## config.mk

```make
export PLATFORM = sky130hd
export DESIGN_NAME = wr_enable_arb16
export DESIGN_NICKNAME = d
export VERILOG_FILES = /design/src/rtl/wr_enable_arb16.sv
export SDC_FILE = /design/constraint.sdc
export NUM_CORES = 1
export LEC_CHECK = 0
export ABC_AREA = 0
export BUFFER_PORTS_ARGS = -buffer_cell sky130_fd_sc_hd__buf_2
export CELL_PAD_IN_SITES_DETAIL_PLACEMENT = 0
export CELL_PAD_IN_SITES_GLOBAL_PLACEMENT = 2
export CORE_MARGIN = 1
export CORE_UTILIZATION = 30
export CTS_CLUSTER_DIAMETER = 150
export CTS_CLUSTER_SIZE = 14
export DETAILED_ROUTE_END_ITERATION = 8
export PLACE_DENSITY_LB_ADDON = 0.2
export SETUP_SLACK_MARGIN = 0.02
export SLEW_MARGIN = 0
export SYNTH_ARGS = -nofsm -noshare
export SYNTH_HDL_FRONTEND = slang
export SYNTH_SLANG_ARGS = --single-unit
```

## constraint.sdc

```tcl
create_clock -name clk -period 7.1 [get_ports clk]
set_input_delay 0.71 -clock clk [delete_from_list [all_inputs] [get_ports clk]]
set_output_delay 0.71 -clock clk [all_outputs]
set_load 0.005 [all_outputs]
```

## src/rtl/wr_enable_arb16.sv

```systemverilog
// wr_enable_arb16: round-robin write-enable arbiter for a 16-enable register stage.
// Single-cycle requests become pending, and at most one pending request is issued
// per cycle as a registered one-hot enable together with its data bit.
// Optional feature: define WRARB_OVF_FLAG_EN to add the sticky ovf output.
module wr_enable_arb16 #(
  parameter  int unsigned N  = 16,
  localparam int unsigned PW = (N > 1) ? $clog2(N) : 1
) (
  input  logic         clk,
  input  logic         rst_n,
  input  logic [N-1:0] req,
  input  logic [N-1:0] req_d,
  input  logic         hold,
  output logic [N-1:0] en,
  output logic         d_out,
  output logic [N-1:0] pending,
  output logic         busy
`ifdef WRARB_OVF_FLAG_EN
  ,
  output logic         ovf
`endif
);

  logic [N-1:0]  data_q;
  logic [PW-1:0] ptr_q;
  logic [PW-1:0] sel;
  logic          sel_vld;
  logic          grant;
  logic [N-1:0]  gnt_vec;
  logic [PW-1:0] ptr_nxt;

  // Find the first pending source at or after ptr, wrapping from N-1 back to 0.
  always_comb begin
    int unsigned idx;
    idx     = 0;
    sel     = '0;
    sel_vld = 1'b0;
    for (int unsigned k = 0; k < N; k++) begin
      idx = 32'(ptr_q) + k;
      if (idx >= N) idx = idx - N;
      if (!sel_vld && pending[PW'(idx)]) begin
        sel     = PW'(idx);
        sel_vld = 1'b1;
      end
    end
  end

  // Grant decision, one-hot grant vector and the pointer that follows the winner.
  always_comb begin
    grant   = sel_vld & ~hold;
    gnt_vec = grant ? (N'(1) << sel) : '0;
    ptr_nxt = (sel == PW'(N - 1)) ? '0 : sel + PW'(1);
  end

  // Pending/data capture, registered enable and data, and pointer update.
  // A new request on the granted source keeps it pending with the new data,
  // while the grant itself reads the data that was stored before this edge.
  always_ff @(posedge clk or negedge rst_n) begin
    if (!rst_n) begin
      pending <= '0;
      data_q  <= '0;
      ptr_q   <= '0;
      en      <= '0;
      d_out   <= 1'b0;
    end else begin
      pending <= req | (pending & ~gnt_vec);
      data_q  <= (req & req_d) | (~req & data_q);
      en      <= gnt_vec;
      if (grant) begin
        d_out <= data_q[sel];
        ptr_q <= ptr_nxt;
      end
    end
  end

  // Busy reflects the registered pending mask.
  always_comb begin
    busy = |pending;
  end

`ifdef WRARB_OVF_FLAG_EN
  // Sticky flag: a request landed on a source that was pending and not granted.
  always_ff @(posedge clk or negedge rst_n) begin
    if (!rst_n) begin
      ovf <= 1'b0;
    end else if (|(req & pending & ~gnt_vec)) begin
      ovf <= 1'b1;
    end
  end
`endif

endmodule

```

==> impl_metrics.ini <==
[floorplan]
rows = 44
start_util_pct = 31.21
die_area_mm2 = 0.01585
boundaryPins = 69
fp.dieW_um = 125.9
core-area_mm2 = 0.01475
die_h_um = 125.9

[placed_design]
place_area_mm2 = 0.005139
place.gp.congestion = 0.8542
numPortBuffers = 68
hpwl_mm = 11.64

[cells_and_area]
syn_to_final_growth_pct = 15.05
drive_gt1_share_pct = 30.41
stdcell_area_mm2 = 0.005298
antenna_cells = 0
fin_nets = 556

[run_status]
status = complete, no violations

[power]
power_frac_clock_pct = 11.6
swShare_pct = 50.01
ir_worst_vdd_uv = 153.3
pwr-share-comb_pct = 68.3
p_sw_mw = 1.096
leakagePower_nw = 2.255
p_seq_share_pct = 20.0
power_density_mw_per_mm2 = 413.6
p_int_mw = 1.095

[timing]
setup_viol = 0
maxSlewViolCount = 0
relSlewSlack_pct = 35.33
fmax_ghz = 0.1818
report.final.hold_viol_count = 0
min_period_ps = 5502
fin_skew_ps = 7.465
fin_setup_tns_ps = 0
worst_pin_slew_ps = 963.2
timing.final.crit_share_pct = 77.49
timing.hold.ws_ps = 507.7
rsz0062_at_grt = no

[clock_tree]
cts_sinks = 53
cts_tree = built
hold_buffers = 0
cts_buffer_depth = 2
clock_latency_ps = 300
clk_pin_slew_ps = 80
cts_setup_buffers = 0
cts_inserted_buffers = 5
cts_resized = 0
cts_max_level = 2
clock-root-buffer = clkbuf_16

[synthesis]
netlist_area_mm2 = 0.004604
synth_nets = 492
synth_flop_cell = dfrtp_1
synth-simple-area-share_pct = 13.48
synthCells = 448
synth-compound-area-share_pct = 16.25
synth_xor_area_share_pct = 1.712
synthMuxAreaShare_pct = 33.83
yosys_register_bits = 53
synth_warnings = 0
ys_types = 69
synth_seq_area_share_pct = 28.80
synth_edf_count = 0
async_flop_share_pct = 100.0
synth_area_leaders = dfrtp_1 29%, mux4_2 14%, mux2i_1 11%
yosys.area_share.adder_pct = 2.446
synth_top_family_by_area = multiplexers
synth.avg_cell_area_um2 = 10.28
yosys.area.top_type_share_pct = 28.80
synth_largest_area_cell = dfrtp_1

[run]
cap_violations = 0

[routing]
drt-initial-drc-count = 269
drtPass1Iterations = 5
drc = 0
ant_nets = 0
wl_per_cell_um = 22.03
routed_via_density = 5.756
vias = 4012
drt-total-wl_mm = 15.36

[setup_path]
cp-start-kind = register
crit_fanout = 20
worstPathRequired_ps = 7290
worstSetupPathType = register to register
arrival_ps = 5690
critical_path.startpoint = ptr_q[1]$_DFFE_PN0P_
timing.rr.start = ptr_q[1]$_DFFE_PN0P_
end_kind = register

[global_route]
antenna_found_initial = 0
grt-ovfl-total = 0
grt_pass1_wl_mm = 23.96
grt.total_usage_pct = 19.69
grt_max_degree = 54
grt_pass1_vias = 4014

[worst_hold_path]
worstHoldPathType = register to register
placed cells by master (no fill, tap or decap), types with 3 or more instances in the layout:
master     instances
o211ai_1           7
mux2i_1           50
clkbuf_16          5
xor2_1             4
xnor2_1            5
a211o_1            4
o21a_1             3
buf_4              6
mux2_2            31
a32oi_1            3
nand3_1            6
buf_2             68
dfrtp_1           53
o21ai_0           28
nand2_1           29
o21bai_1           8
nor2_1            29
o22ai_1            3
and2_1             3
ha_1               9
nor3_1            11
nand2b_1          16
mux4_2            29
a21oi_1           20
a31oi_1            5
a21boi_0           3
inv_1             20
final cells by class:
type	instances	area (um^2)
Clock buffer	5	125.1
Clock inverter	3	33.78
Fill cell	1499	9457
Inverter	21	78.83
Multi-Input combinational cell	357	3118
Sequential cell	53	1326
Tap cell	184	230.2
Timing Repair Buffer	74	385.4
through the flow:
step / power [mW] / cells / util [%] / worst slack [ps]
after floorplan: 1.516 / 448 / - / 1724
after global placement: 1.939 / 689 / 34.83 / 1728
after detailed placement: 1.934 / 689 / 34.83 / 1684
after CTS: 2.199 / 697 / 35.91 / 1670
after global routing: 2.338 / 697 / 35.91 / 1322
final: 2.191 / 697 / 35.91 / 1598
worst max-delay path, cell delays in order (launching register included):
cell	delay (ps)
dfrtp_1	350
inv_1	200
ha_1	980
mux4_1	510
mux2_4	350
a211oi_4	470
o2111ai_4	240
or3_1	490
or3_1	410
o211a_1	230
o22a_2	260
inv_1	140
ha_1	250
ha_1	170
inv_1	90
o21ai_0	180
nand2b_1	70
power by group through the flow:
stage	Combinational (mW)	Clock, mW	Sequential, mW
6_report	1.50	0.255	0.439
5_1_grt	1.62	0.273	0.446
4_1_cts	1.50	0.263	0.438
3_5_place_dp	1.49	0	0.443
3_3_place_gp	1.50	0	0.442
2_1_floorplan	1.11	0	0.407
metal layers:
layer,track usage [%],part of all wire (%),routed length (um),up-vias
met5,0,0,0,-
met2,32.40,47,7200,118
met3,2.719,4.6,705,18
li1,-,-,-,1823
met4,5.103,1.7,264,0
met1,27.15,47,7188,2053
Yosys cell counts (all sizes together), types with 3 or more instances:
cell,number
a21boi,3
ha,9
o21a,3
xor2,4
a32oi,3
a21oi,20
mux4,30
clkbuf,7
or2,3
buf,10
mux2,32
or3,3
and2,3
o21ai,29
nor2,31
xnor2,5
nand2,30
o22ai,3
dfrtp,53
inv,21
mux2i,51
nor3,11
a31oi,5
nand2b,16
nand3,6
o21bai,8
o211ai,7
a211o,4
logic make-up (layout without fill, tap and decap cells):
| kind of cell | count (synthesis) | count (layout) |
|---|---|---|
| and+or+nand+nor | 119 | 119 |
| muxes | 113 | 113 |
| AOI/OAI and AO/OA | 107 | 107 |
| DFF | 53 | 53 |
| buffers and inverters | 38 | 103 |
| adders and majority gates | 9 | 9 |
| xor gates and xnor gates | 9 | 9 |
final timing paths:
path	endpoint	cells past startpoint	slack [ps]
max	pending[15]$_DFF_PN0_	16	1600
min in group asynchronous	pending[8]$_DFF_PN0_	2	530
min reg2reg	register	1	510
max reg2reg	pending[15]$_DFF_PN0_	16	1600
max in group asynchronous	pending[11]$_DFF_PN0_	2	6130
min	register	1	510
Power figures use the tool's default switching activity.
